File: config.mk
export PLATFORM = sky130hd
export DESIGN_NAME = hazard_unit_flat
export DESIGN_NICKNAME = d
export VERILOG_FILES = /design/src/rtl/hazard_unit_pkg.sv /design/src/rtl/hazard_unit_if.sv /design/src/rtl/hazard_unit_fwd_sel.sv /design/src/rtl/hazard_unit.sv /design/src/flat_wrapper.sv
export SDC_FILE = /design/constraint.sdc
export NUM_CORES = 1
export LEC_CHECK = 0
export ABC_CLOCK_PERIOD_IN_PS = 1200
export BUFFER_PORTS_ARGS = -buffer_cell sky130_fd_sc_hd__clkbuf_2
export CAP_MARGIN = 40
export CORE_MARGIN = 3
export CORE_UTILIZATION = 31
export CTS_CLUSTER_DIAMETER = 200
export DETAILED_ROUTE_END_ITERATION = 8
export PLACE_DENSITY = 0.74
export SLEW_MARGIN = 25
export SYNTH_ARGS = -nofsm -noshare
export SYNTH_HDL_FRONTEND = slang
export SYNTH_SLANG_ARGS = --single-unit
File: constraint.sdc
create_clock -name clk -period 1.2 [get_ports clk]
set_input_delay 0.06 -clock clk [delete_from_list [all_inputs] [get_ports clk]]
set_output_delay 0.06 -clock clk [all_outputs]
set_load 0.02 [all_outputs]
File: src/rtl/hazard_unit_pkg.sv
// ============================================================================
// Module  : hazard_pkg
// Brief   : Shared FSM state encoding and forwarding-select codes for the
//           hazard unit.
// Rev     : 1.0  initial release
// ============================================================================
`default_nettype none

package hazard_pkg;

  typedef enum logic [1:0] {
    RUN         = 2'd0,
    LOAD_BUBBLE = 2'd1,
    MEM_WAIT    = 2'd2
  } hz_state_e;

  localparam logic [1:0] FWD_RF = 2'b00;
  localparam logic [1:0] FWD_W  = 2'b01;
  localparam logic [1:0] FWD_M  = 2'b10;

endpackage

`default_nettype wire

File: src/rtl/hazard_unit_if.sv
// ============================================================================
// Module  : hazard_unit_if
// Brief   : Pipeline-side bundle seen by the hazard unit: register indices,
//           write enables, memory status in; stall/flush/forward controls out.
// Rev     : 1.0  initial release
// ============================================================================
`default_nettype none

interface hazard_unit_if #(
  parameter int REG_ADDR_W = 5
);
  logic [REG_ADDR_W-1:0] rs1_D;
  logic [REG_ADDR_W-1:0] rs2_D;
  logic                  use_rs1_D;
  logic                  use_rs2_D;
  logic [REG_ADDR_W-1:0] rs1_E;
  logic [REG_ADDR_W-1:0] rs2_E;
  logic [REG_ADDR_W-1:0] rd_E;
  logic                  reg_we_E;
  logic                  is_load_E;
  logic                  branch_taken_E;
  logic [REG_ADDR_W-1:0] rd_M;
  logic                  reg_we_M;
  logic                  mem_req_M;
  logic                  dmem_ready;
  logic [REG_ADDR_W-1:0] rd_W;
  logic                  reg_we_W;

  logic                  stall_F;
  logic                  stall_D;
  logic                  stall_E;
  logic                  stall_M;
  logic                  flush_D;
  logic                  flush_E;
  logic                  flush_W;
  logic [1:0]            fwd_A_E;
  logic [1:0]            fwd_B_E;

  // Datapath side
  modport master (
    output rs1_D, rs2_D, use_rs1_D, use_rs2_D, rs1_E, rs2_E, rd_E,
           reg_we_E, is_load_E, branch_taken_E, rd_M, reg_we_M,
           mem_req_M, dmem_ready, rd_W, reg_we_W,
    input  stall_F, stall_D, stall_E, stall_M, flush_D, flush_E, flush_W,
           fwd_A_E, fwd_B_E
  );

  // Hazard unit side
  modport slave (
    input  rs1_D, rs2_D, use_rs1_D, use_rs2_D, rs1_E, rs2_E, rd_E,
           reg_we_E, is_load_E, branch_taken_E, rd_M, reg_we_M,
           mem_req_M, dmem_ready, rd_W, reg_we_W,
    output stall_F, stall_D, stall_E, stall_M, flush_D, flush_E, flush_W,
           fwd_A_E, fwd_B_E
  );

endinterface

`default_nettype wire

File: src/rtl/hazard_unit_fwd_sel.sv
// ============================================================================
// Module  : hazard_fwd_sel
// Brief   : Operand source select for one E-stage operand; M beats W, x0
//           never forwards.
// Rev     : 1.0  initial release
// ============================================================================
`default_nettype none

module hazard_fwd_sel
  import hazard_pkg::*;
#(
  parameter int REG_ADDR_W = 5
) (
  input  wire logic [REG_ADDR_W-1:0] i_rs,
  input  wire logic [REG_ADDR_W-1:0] i_rd_M,
  input  wire logic                  i_we_M,
  input  wire logic [REG_ADDR_W-1:0] i_rd_W,
  input  wire logic                  i_we_W,
  output logic      [1:0]            o_sel
);

  always_comb begin
    o_sel = FWD_RF;
    if (i_rs != '0) begin
      if (i_we_M && (i_rd_M == i_rs))
        o_sel = FWD_M;
      else if (i_we_W && (i_rd_W == i_rs))
        o_sel = FWD_W;
    end
  end

endmodule

`default_nettype wire

File: src/rtl/hazard_unit.sv
// ============================================================================
// Module  : hazard_unit
// Brief   : Stall/flush/forward control for the five-stage pipeline.
//           Optional HAZARD_PERF_CNT_EN adds stall-cycle and flush counters.
// Rev     : 1.0  initial release
// ============================================================================
`default_nettype none

module hazard_unit
  import hazard_pkg::*;
#(
  parameter int REG_ADDR_W = 5
`ifdef HAZARD_PERF_CNT_EN
  , parameter int CNT_W    = 32
`endif
) (
  input  wire logic     clk,
  input  wire logic     rst_n,
  hazard_unit_if.slave  bus
`ifdef HAZARD_PERF_CNT_EN
  , output logic [CNT_W-1:0] stall_cycles_o
  , output logic [CNT_W-1:0] flush_count_o
`endif
);

  localparam logic [REG_ADDR_W-1:0] c_X0 = '0;

  hz_state_e  r_state;
  logic       w_mem_wait;
  logic       w_branch;
  logic       w_rd_match;
  logic       w_load_use;
  logic [1:0] w_fwd_a;
  logic [1:0] w_fwd_b;

  assign w_mem_wait = bus.mem_req_M && !bus.dmem_ready;
  assign w_branch   = bus.branch_taken_E && !w_mem_wait;

  assign w_rd_match = (bus.use_rs1_D && (bus.rs1_D == bus.rd_E)) ||
                      (bus.use_rs2_D && (bus.rs2_D == bus.rd_E));

  // Load-use is masked for the one cycle after a bubble and by any higher-priority event
  assign w_load_use = (r_state != LOAD_BUBBLE) && !w_mem_wait && !bus.branch_taken_E &&
                      bus.is_load_E && bus.reg_we_E && (bus.rd_E != c_X0) && w_rd_match;

  always_ff @(posedge clk or negedge rst_n) begin
    if (!rst_n) begin
      r_state <= RUN;
    end else begin
      if (w_mem_wait)
        r_state <= MEM_WAIT;
      else if (w_load_use)
        r_state <= LOAD_BUBBLE;
      else
        r_state <= RUN;
    end
  end

  hazard_fwd_sel #(.REG_ADDR_W(REG_ADDR_W)) u_fwd_a (
    .i_rs   (bus.rs1_E),
    .i_rd_M (bus.rd_M),
    .i_we_M (bus.reg_we_M),
    .i_rd_W (bus.rd_W),
    .i_we_W (bus.reg_we_W),
    .o_sel  (w_fwd_a)
  );

  hazard_fwd_sel #(.REG_ADDR_W(REG_ADDR_W)) u_fwd_b (
    .i_rs   (bus.rs2_E),
    .i_rd_M (bus.rd_M),
    .i_we_M (bus.reg_we_M),
    .i_rd_W (bus.rd_W),
    .i_we_W (bus.reg_we_W),
    .o_sel  (w_fwd_b)
  );

  // Every control output is forced low while reset is held
  assign bus.stall_F = rst_n & (w_mem_wait | w_load_use);
  assign bus.stall_D = rst_n & (w_mem_wait | w_load_use);
  assign bus.stall_E = rst_n & w_mem_wait;
  assign bus.stall_M = rst_n & w_mem_wait;
  assign bus.flush_W = rst_n & w_mem_wait;
  assign bus.flush_D = rst_n & w_branch;
  assign bus.flush_E = rst_n & (w_branch | w_load_use);
  assign bus.fwd_A_E = rst_n ? w_fwd_a : FWD_RF;
  assign bus.fwd_B_E = rst_n ? w_fwd_b : FWD_RF;

`ifdef HAZARD_PERF_CNT_EN
  logic [CNT_W-1:0] r_stall_cnt;
  logic [CNT_W-1:0] r_flush_cnt;

  always_ff @(posedge clk or negedge rst_n) begin
    if (!rst_n) begin
      r_stall_cnt <= '0;
      r_flush_cnt <= '0;
    end else begin
      if (w_mem_wait || w_load_use)
        r_stall_cnt <= r_stall_cnt + 1'b1;
      if (w_branch)
        r_flush_cnt <= r_flush_cnt + 1'b1;
    end
  end

  assign stall_cycles_o = r_stall_cnt;
  assign flush_count_o  = r_flush_cnt;
`endif

endmodule

`default_nettype wire
File: src/flat_wrapper.sv
// flat-port wrapper written by rule: the top's interface ports become plain ports
module hazard_unit_flat import hazard_pkg::*;
#(
  parameter int REG_ADDR_W = 5

)
  (clk, rst_n, bus_rs1_D, bus_rs2_D, bus_use_rs1_D, bus_use_rs2_D, bus_rs1_E, bus_rs2_E, bus_rd_E, bus_reg_we_E, bus_is_load_E, bus_branch_taken_E, bus_rd_M, bus_reg_we_M, bus_mem_req_M, bus_dmem_ready, bus_rd_W, bus_reg_we_W, bus_stall_F, bus_stall_D, bus_stall_E, bus_stall_M, bus_flush_D, bus_flush_E, bus_flush_W, bus_fwd_A_E, bus_fwd_B_E);
  hazard_unit_if #(.REG_ADDR_W(REG_ADDR_W)) bus_i ();
  input  wire logic clk;
  input  wire logic rst_n;
  input wire logic [$bits(bus_i.rs1_D)-1:0] bus_rs1_D;
  input wire logic [$bits(bus_i.rs2_D)-1:0] bus_rs2_D;
  input wire logic [$bits(bus_i.use_rs1_D)-1:0] bus_use_rs1_D;
  input wire logic [$bits(bus_i.use_rs2_D)-1:0] bus_use_rs2_D;
  input wire logic [$bits(bus_i.rs1_E)-1:0] bus_rs1_E;
  input wire logic [$bits(bus_i.rs2_E)-1:0] bus_rs2_E;
  input wire logic [$bits(bus_i.rd_E)-1:0] bus_rd_E;
  input wire logic [$bits(bus_i.reg_we_E)-1:0] bus_reg_we_E;
  input wire logic [$bits(bus_i.is_load_E)-1:0] bus_is_load_E;
  input wire logic [$bits(bus_i.branch_taken_E)-1:0] bus_branch_taken_E;
  input wire logic [$bits(bus_i.rd_M)-1:0] bus_rd_M;
  input wire logic [$bits(bus_i.reg_we_M)-1:0] bus_reg_we_M;
  input wire logic [$bits(bus_i.mem_req_M)-1:0] bus_mem_req_M;
  input wire logic [$bits(bus_i.dmem_ready)-1:0] bus_dmem_ready;
  input wire logic [$bits(bus_i.rd_W)-1:0] bus_rd_W;
  input wire logic [$bits(bus_i.reg_we_W)-1:0] bus_reg_we_W;
  output wire logic [$bits(bus_i.stall_F)-1:0] bus_stall_F;
  output wire logic [$bits(bus_i.stall_D)-1:0] bus_stall_D;
  output wire logic [$bits(bus_i.stall_E)-1:0] bus_stall_E;
  output wire logic [$bits(bus_i.stall_M)-1:0] bus_stall_M;
  output wire logic [$bits(bus_i.flush_D)-1:0] bus_flush_D;
  output wire logic [$bits(bus_i.flush_E)-1:0] bus_flush_E;
  output wire logic [$bits(bus_i.flush_W)-1:0] bus_flush_W;
  output wire logic [$bits(bus_i.fwd_A_E)-1:0] bus_fwd_A_E;
  output wire logic [$bits(bus_i.fwd_B_E)-1:0] bus_fwd_B_E;
  assign bus_i.rs1_D = bus_rs1_D;
  assign bus_i.rs2_D = bus_rs2_D;
  assign bus_i.use_rs1_D = bus_use_rs1_D;
  assign bus_i.use_rs2_D = bus_use_rs2_D;
  assign bus_i.rs1_E = bus_rs1_E;
  assign bus_i.rs2_E = bus_rs2_E;
  assign bus_i.rd_E = bus_rd_E;
  assign bus_i.reg_we_E = bus_reg_we_E;
  assign bus_i.is_load_E = bus_is_load_E;
  assign bus_i.branch_taken_E = bus_branch_taken_E;
  assign bus_i.rd_M = bus_rd_M;
  assign bus_i.reg_we_M = bus_reg_we_M;
  assign bus_i.mem_req_M = bus_mem_req_M;
  assign bus_i.dmem_ready = bus_dmem_ready;
  assign bus_i.rd_W = bus_rd_W;
  assign bus_i.reg_we_W = bus_reg_we_W;
  assign bus_stall_F = bus_i.stall_F;
  assign bus_stall_D = bus_i.stall_D;
  assign bus_stall_E = bus_i.stall_E;
  assign bus_stall_M = bus_i.stall_M;
  assign bus_flush_D = bus_i.flush_D;
  assign bus_flush_E = bus_i.flush_E;
  assign bus_flush_W = bus_i.flush_W;
  assign bus_fwd_A_E = bus_i.fwd_A_E;
  assign bus_fwd_B_E = bus_i.fwd_B_E;
  hazard_unit #(.REG_ADDR_W(REG_ADDR_W)) u_core (.clk(clk), .rst_n(rst_n), .bus(bus_i));
endmodule
==> impl_metrics.yaml, run 1 <==
logic_synthesis:
  syn_nets: 114
  ys_types: 22
  yosysSeqAreaShare_pct: 8.869
  synth_seq_cells: 2
  syn-cell-area_um2: 564.3
  synth.avg_cell_area_um2: 8.298
  yosys.area.top_type: "xor2_1"
  synth.top_cell.area_share_pct: 24.83
  netlist_instances: 68
  yosys-top-cells-area: "xor2_1 (25%), xnor2_1 (22%), dfrtp_1 (8.9%)"
  yosysWarnings: 0
global_routing:
  grt_pass1_vias: 878
  antenna_found_initial: 0
  grt_pass1_wl_mm: 3.629
  gr-total-overflow: 0
  grtUsageTotal_pct: 19.58
  grt_max_degree: 9
clocking:
  path_clk_slew_ps: 30
  htreeDepth: 1
  cts_made_buffers: 3
  clock-sinks: 2
  clockBufferDepth: 2
  clock_latency_ps: 220
  cts_tree: "yes"
  cts_root_buffer: "clkbuf_4"
drt:
  wl_mm: 2.273
  vias: 793
  ant_nets: 0
  drc: 0
  viasPerCell: 4.895
  drt_iter0_markers: 3
  wl_per_cell_um: 14.03
  drtPass1Iterations: 2
die:
  dieHeight_um: 48.67
  coreArea_um2: 1612
  die_w_um: 48.67
  pin_count: 57
  initial_core_util_pct: 35.02
  die_area_um2: 2368
  rows: 14
finish:
  nets: 186
  drive_above_1_share_pct: 63.04
  layout_common_cells: "clkbuf_2 (43), xor2_1 (15), xnor2_1 (13)"
  final_common_cell: "clkbuf_2"
  fin_util_pct: 71.66
  regMostFlops: "u_core.r_state"
  reg_top3: "u_core.r_state: 2 flops"
  syn_to_final_growth_pct: 104.7
  diodes: 0
  stdcell_area_um2: 1155
  largest_reg_flops: 2
power:
  p_per_area_nw_per_um2: 486.8
  switchingPower_uw: 193.7
  p_comb_share_pct: 61.6
  p_seq_share_pct: 12.7
  netSwitchingFraction_pct: 34.46
  p_int_uw: 368.4
  ir_drop_v: 0.0002715
  p_leak_uw: 0.0005568
  clock_power_share_pct: 25.7
setup_path:
  worstPathArrival_ps: 1460
  criticalPathCategory: "reg2out"
  crit_required_ps: 1140
  worstPathMaxFanout: 2
  endpoint_kind: "primary output"
  critPathLaunchType: "flop"
timing:
  period_minus_slack_ps: 1517
  period_share_pct: 126.5
  finalWorstSetupSlack_ps: -317.4
  worstMarginPinSlew_ps: 502.9
  clock_skew_ps: 0.6162
  max_freq_ghz: 0.6590
  max_slew_margin_pct: 66.47
  rsz0062_at_grt: "yes"
  final_max_slew_viol_count: 0
  setup_viol: 5
  hold_viol_final: 0
min_path:
  min_path_type: "in2reg"
place:
  globalplace.congestion: 0.7553
  io_buffers: 56
  place_hpwl_mm: 1.703
  placed_area_um2: 922.1
status:
  status: "finished, violations left"
  violations: "negative setup slack"
flow_run:
  drv_cap: 0
[power groups by stage]
stage,logic [uW],registers (uW),clock network [uW]
after floorplan,130,70.9,0
after global placement,274,70.9,0
after detailed placement,282,71.0,0
after CTS,309,71.2,159
after global routing,373,71.4,157
final,346,71.3,144
[per-layer routing]
layer  share of wire (%)  vias up  global-route usage [%]
met2                  53       51                   38.01
met4                0.26        0                   7.109
met1                  37      359                   19.56
li1                    -      381                       -
met5                   0        -                       0
met3                 9.8        2                   5.215
[final cells by class]
class / instances / area, um^2
clock buffer: 3 / 22.52
tap: 24 / 30.03
fill: 126 / 456.7
multi-input combinational: 63 / 561.8
sequential: 2 / 50.05
timing repair buffer: 70 / 490.5
[critical path, stage by stage, from the launching register on]
cell,delay [ps]
dfrtp_1,350
nor2b_4,130
nor4_4,190
o211ai_2,190
o22ai_2,210
clkbuf_8,170
[logic make-up (layout without fill, tap and decap cells)]
kind of cell           after synthesis  count (layout)  share of synthesized area (%)
AO/OA/AOI/OAI                        5               5                          7.096
AND/OR/NAND/NOR                     28              28                          33.48
flip-flops                           2               2                          8.870
XOR/XNOR                            30              30                          46.56
buffers and inverters                3              73                          3.991
[through the flow]
step / hold WS [ps] / TNS, ps / cells / setup slack (ps) / total power, uW
final: 181.3 / -1164 / 162 / -317.4 / 562.1
after detailed placement: -103.3 / -481.2 / 152 / -156.9 / 353.1
after CTS: 157.7 / -1036 / 161 / -288.1 / 538.4
after floorplan: -235.6 / -138.5 / 68 / -120.7 / 201.4
after global routing: 196.7 / -1542 / 162 / -373.5 / 600.9
after global placement: -104.1 / -273.1 / 152 / -90.78 / 345.3
[Yosys cell counts]
| cell type | n |
|---|---|
| a32oi_1 | 1 |
| and2_0 | 1 |
| and2_1 | 1 |
| and3_1 | 2 |
| and3b_1 | 2 |
| buf_4 | 3 |
| dfrtp_1 | 2 |
| nand2_1 | 2 |
| nand3_1 | 2 |
| nand4_1 | 2 |
| nor2_1 | 2 |
| nor2_2 | 2 |
| nor2b_1 | 2 |
| nor4_1 | 6 |
| nor4_2 | 1 |
| o211ai_2 | 1 |
| o21ai_0 | 1 |
| o21bai_1 | 1 |
| o22ai_1 | 1 |
| or4_4 | 3 |
| xnor2_1 | 14 |
| xor2_1 | 16 |
[final timing paths]
kind	from	to	slack, ps	cells after the start
max	u_core.r_state[0]	bus_flush_E	-320	5
min	bus_dmem_ready	u_core.r_state[1]	180	3
max reg2reg	u_core.r_state[1]	u_core.r_state[0]	-180	9
min reg2reg	u_core.r_state[0]	u_core.r_state[0]	1190	9
max in group asynchronous	rst_n	u_core.r_state[1]	780	2
min in group asynchronous	rst_n	u_core.r_state[0]	290	2
[timing repair]
item,4_1_cts,5_1_grt
hold buffers,1,0
pin swaps,6,11
endpoints found under the hold margin,2,0
gates resized for setup,12,29
endpoints found under the setup margin,6,8
buffers inserted,5,1
(Power assumes the default switching activity.)
==> inputs of run 2 (changes only) <==
CORE_ASPECT_RATIO = 1.4   (was not set)
CORE_MARGIN = not set   (was 3)
==> run 2 against run 1 <==
  * The flow still finishes with violations (negative setup slack)
  * Utilization decreased by 1.1 points
  * Worst hold slack got worse by 15 ps
  * Clock-buffer cell count unchanged
  * Die area decreased by 16%
  * Register-to-register slack improved by 400 ps
==> impl_metrics.yaml, run 2 (synthesized netlist as in run 1, its figures left out) <==
status:
  status: "finished, violations left"
  violations: "negative setup slack"
global_routing:
  antenna_found_initial: 0
  gr-total-overflow: 0
  grt_pass1_wl_mm: 3.098
  grt_pass1_vias: 791
  grtUsageTotal_pct: 22.57
  grt_max_degree: 9
setup_path:
  crit_chain: "nor2b_4 -> nor4_4 -> o211ai_2 -> o22ai_2 -> clkbuf_8"
  critPathLaunch: "u_core.r_state[0]"
  reg2reg_to: "u_core.r_state[0]"
  worstPathMaxFanout: 2
  max_stage_delay_ps: 360
  r2r_cells: 4
  crit_required_ps: 1140
  worstPathArrival_ps: 1430
  r2r_start: "u_core.r_state[0]"
  endpoint_kind: "primary output"
  ff2ff_setup_slack_ps: 220
  critPathLaunchType: "flop"
  criticalPathCategory: "reg2out"
  crit_slowest_cell: "dfrtp_1"
power:
  ir_drop_v: 0.0003842
  clock_power_share_pct: 27.0
  p_per_area_nw_per_um2: 493.3
  p_comb_share_pct: 60.5
  netSwitchingFraction_pct: 34.56
  p_int_uw: 373.2
  p_seq_share_pct: 12.5
  switchingPower_uw: 197.1
  p_leak_uw: 0.0005551
drt:
  viasPerCell: 4.955
  drc: 0
  drtPass1Iterations: 4
  drt_iter0_markers: 4
  wl_mm: 2.039
  ant_nets: 0
  wl_per_cell_um: 12.99
  vias: 778
timing:
  max_slew_margin_pct: 66.86
  finalWorstSetupSlack_ps: -291.6
  setup_viol: 4
  final_max_slew_viol_count: 0
  period_share_pct: 124.3
  rsz0062_at_grt: "yes"
  clock_skew_ps: 0.1959
  period_minus_slack_ps: 1492
  worstMarginPinSlew_ps: 497.0
  max_freq_ghz: 0.6704
  hold_viol_final: 0
min_path:
  min_to: "u_core.r_state[0]"
  min_path_cells: 4
  min_from: "bus_branch_taken_E"
  min_path_type: "in2reg"
place:
  globalplace.congestion: 0.7412
  place_hpwl_mm: 1.530
  placedCellCount: 152
  place_ws_ps: -159.4
  io_buffers: 56
die:
  rows: 17
  die_w_um: 38.06
  coreArea_um2: 1638
  dieHeight_um: 52.48
  pin_count: 57
  initial_core_util_pct: 34.45
  die_area_um2: 1997
clocking:
  clock_latency_ps: 230
  cts_root_buffer: "clkbuf_4"
  clockBufferDepth: 2
  htreeDepth: 1
  clock-sinks: 2
  cts_made_buffers: 3
  path_clk_slew_ps: 30
  cts_tree: "yes"
finish:
  syn_to_final_growth_pct: 104.9
  largest_reg_flops: 2
  nets: 186
  drive_above_1_share_pct: 62.32
  final_common_cell: "clkbuf_2"
  regMostFlops: "u_core.r_state"
  reg_top3: "u_core.r_state: 2 flops"
  fin_cells: 157
  diodes: 0
  layout_common_cells: "clkbuf_2 (40), buf_4 (15), xor2_1 (14), xnor2_1 (14), clkbuf_8 (5)"
flow_run:
  drv_cap: 0
==> run 2: stage by stage <==
stage          power [uW]  hold slack [ps]  util, %  TNS (ps)  area [um^2]
3_3_place_gp        358.7           -101.1    58.21    -462.5        953.4
3_5_place_dp        362.9           -101.3    58.21    -576.3        953.4
5_1_grt             617.2            170.0    70.59     -1090         1156
6_report            570.3            166.1    70.59    -828.2         1156
2_1_floorplan       201.4           -235.6        -    -138.5        581.8
4_1_cts             559.3            148.0    67.61    -865.6         1107
==> run 2: power groups by stage <==
stage	Combinational (uW)	Sequential [uW]	Clock [uW]
floorplan	130	70.9	0
global placement	288	70.9	0
detailed placement	292	70.9	0
CTS	324	71.1	164
global route	370	71.2	176
finish	345	71.2	154
==> run 2: layer usage <==
layer | vias to the layer above | track usage [%] | wire [um]
li1 | 382 | - | -
met1 | 342 | 18.77 | 666
met2 | 52 | 45.48 | 1208
met3 | 2 | 5.532 | 148
met4 | 0 | 10.71 | 16
met5 | - | 0 | 0
==> run 2: how the worst max path moves through the flow <==
stage / endpoint / slack [ps] / depth (start not counted)
floorplan: bus_stall_F / -120 / 5
global route: bus_flush_E / -360 / 5
detailed placement: bus_flush_E / -160 / 5
CTS: bus_flush_E / -300 / 5
global placement: bus_flush_E / -130 / 5
finish: bus_flush_E / -290 / 5
==> run 2: cell type report <==
class                           instances  area, um^2
Multi-Input combinational cell         63       558.0
Timing Repair Buffer                   70       501.7
Fill cell                             118       481.7
Sequential cell                         2       50.05
Tap cell                               19       23.77
Clock buffer                            3       22.52
==> run 2: worst max-delay path: cells and delay by family (launching register included) <==
| kind | cells | cell delay, ps |
|---|---|---|
| AOI/OAI and AO/OA | 2 | 380 |
| DFF | 1 | 360 |
| and+or+nand+nor | 2 | 300 |
| buffers and inverters | 1 | 170 |
==> run 2: timing repair <==
item	CTS	global route
endpoints found under the hold margin	2	0
buffers inserted	2	0
gates resized for setup	18	24
setup endpoints to repair	6	7
hold buffers	1	0
pin swaps	8	10
==> inputs of run 3 (changes only) <==
SYNTH_HIERARCHICAL = 1   (was not set)
==> run 3 against run 2 <==
  * The run still ends with negative setup slack left
  * Via count increased by 1.5%
  * Critical path depth unchanged
  * Wire length is 0.29% lower
  * Largest cell class unchanged
==> impl_metrics.yaml, run 3 <==
clocking:
  htreeDepth: 1
  cts_made_buffers: 3
  clock_latency_ps: 220
  post_cts_buffers: 0
  cts_tree: "yes"
  path_clk_slew_ps: 30
  clock-sinks: 2
  clockBufferDepth: 2
  cts_root_buffer: "clkbuf_4"
global_routing:
  grt_pass1_wl_mm: 2.953
  grt_pass1_vias: 798
  grt_max_degree: 9
  gr-total-overflow: 0
  grtUsageTotal_pct: 20.54
  antenna_found_initial: 0
flow_run:
  drv_cap: 0
place:
  place_hpwl_mm: 1.476
  placed_area_um2: 933.4
  globalplace.congestion: 0.7317
  io_buffers: 56
  place_ws_ps: -105.2
min_path:
  min_to: "u_core/r_state[0]"
  min_path_cells: 4
  min_from: "bus_branch_taken_E"
  min_path_type: "in2reg"
finish:
  reg_top3: "u_core/r_state: 2 flops"
  stdcell_area_um2: 1149
  layout_common_cells: "clkbuf_2 (40), xor2_1 (16), xnor2_1 (13)"
  nets: 185
  diodes: 0
  regMostFlops: "u_core/r_state"
  largest_reg_flops: 2
  drive_above_1_share_pct: 58.39
  syn_to_final_growth_pct: 102.2
  final_common_cell: "clkbuf_2"
  fin_util_pct: 70.13
logic_synthesis:
  synth_seq_cells: 2
  ys_async_sr_fraction_pct: 100.0
  yosys.cell_count.top_type: "xor2_1"
  synth_edf_count: 0
  netlist_instances: 72
  synth.top_cell.area_share_pct: 24.67
  syn_nets: 118
  synth_top_flop_cell: "dfrtp_1"
  yosysWarnings: 6
  yosys.area.top_type: "xor2_1"
  yosysSeqAreaShare_pct: 8.811
  yosys-top-cells-area: "xor2_1 (25%), xnor2_1 (22%), dfrtp_1 (8.8%)"
  synthTopCellsByCount: "xor2_1 (16), xnor2_1 (14), nor2_1 (6)"
  ys_types: 21
  synth.avg_cell_area_um2: 7.890
  syn-cell-area_um2: 568.0
drt:
  wl_per_cell_um: 13.03
  viasPerCell: 5.064
  wl_mm: 2.033
  drtPass1Iterations: 4
  ant_nets: 0
  drt_iter0_markers: 2
  drc: 0
  vias: 790
timing:
  period_minus_slack_ps: 1443
  rsz0062_at_grt: "yes"
  finalWorstSetupSlack_ps: -243.3
  max_freq_ghz: 0.6929
  setup_viol: 7
  hold_viol_final: 0
  final_max_slew_viol_count: 0
  hold_slack_ps: 158.7
  max_slew_margin_pct: 69.53
  worstMarginPinSlew_ps: 457.0
  clock_skew_ps: 0.7700
  period_share_pct: 120.3
setup_path:
  critPathLaunch: "u_core/r_state[0]"
  crit_required_ps: 1140
  critPathLaunchType: "flop"
  r2r_cells: 4
  crit_slowest_cell: "dfrtp_1"
  ff2ff_setup_slack_ps: 230
  worstPathMaxFanout: 2
  endpoint_kind: "primary output"
  worstPathArrival_ps: 1380
  crit_chain: "nor2b_4 -> nor4_4 -> o211ai_2 -> o22ai_2 -> clkbuf_8"
  reg2reg_to: "u_core/r_state[0]"
  r2r_start: "u_core/r_state[0]"
  criticalPathCategory: "reg2out"
  max_stage_delay_ps: 360
power:
  p_leak_uw: 0.0005457
  power.total_uw: 561.1
  p_per_area_nw_per_um2: 488.5
  ir_drop_v: 0.0003211
die:
  initial_core_util_pct: 34.68
  pin_count: 57
  die_area_um2: 2010
  coreArea_um2: 1638
  dieHeight_um: 52.65
  rows: 17
  die_w_um: 38.18
status:
  status: "finished, violations left"
  violations: "negative setup slack"
-- run 3: worst max-delay path by stage --
stage,end,slack (ps)
6_report,bus_flush_E,-240
5_1_grt,bus_flush_E,-310
4_1_cts,bus_stall_F,-270
3_5_place_dp,bus_flush_E,-110
3_3_place_gp,bus_flush_E,-90
2_1_floorplan,bus_stall_F,-50
-- run 3: final cells by class --
type / count / area, um^2
Multi-Input combinational cell: 67 / 580.6
Fill cell: 129 / 489.2
Timing Repair Buffer: 65 / 471.7
Sequential cell: 2 / 50.05
Tap cell: 19 / 23.77
Clock buffer: 3 / 22.52
-- run 3: cells by family after synthesis --
logic type	Yosys count	share of synthesized area [%]
simple gates	32	33.92
xor+xnor	30	46.26
compound gates	5	7.049
buf+inv	3	3.964
flops	2	8.811
-- run 3: metal layers --
layer | wire length, um | global-route usage [%]
met5 | 0 | 0
met4 | 15 | 7.143
met3 | 208 | 2.553
met2 | 1149 | 43.50
met1 | 660 | 17.81
-- run 3: per-stage QoR --
| stage | TNS (ps) | std cells |
|---|---|---|
| 4_1_cts | -947.6 | 156 |
| 3_5_place_dp | -520.1 | 152 |
| 3_3_place_gp | -348.9 | 152 |
| 2_1_floorplan | -47.72 | 72 |
| 5_1_grt | -1363 | 156 |
| 6_report | -938.8 | 156 |
-- run 3: where the power goes --
group	leakage (uW)	internal, uW	switching (uW)
Sequential	0.0000269	69.8	1.38
Combinational	0.000505	188	152
Clock	0.0000138	110	38.8
Total	0.000546	369	193
-- run 3: worst max-delay path: cells and delay by family, from the launching register on --
kind | cells | cell delay, ps
AO/OA/AOI/OAI | 2 | 350
buffers and inverters | 1 | 160
flip-flops | 1 | 360
AND/OR/NAND/NOR | 2 | 290
-- run 3: what timing repair did --
item,in CTS,in global routing
setup endpoints to repair,7,7
endpoints found under the hold margin,2,0
pin swaps,8,17
gates resized for setup,13,41
hold buffers,1,0
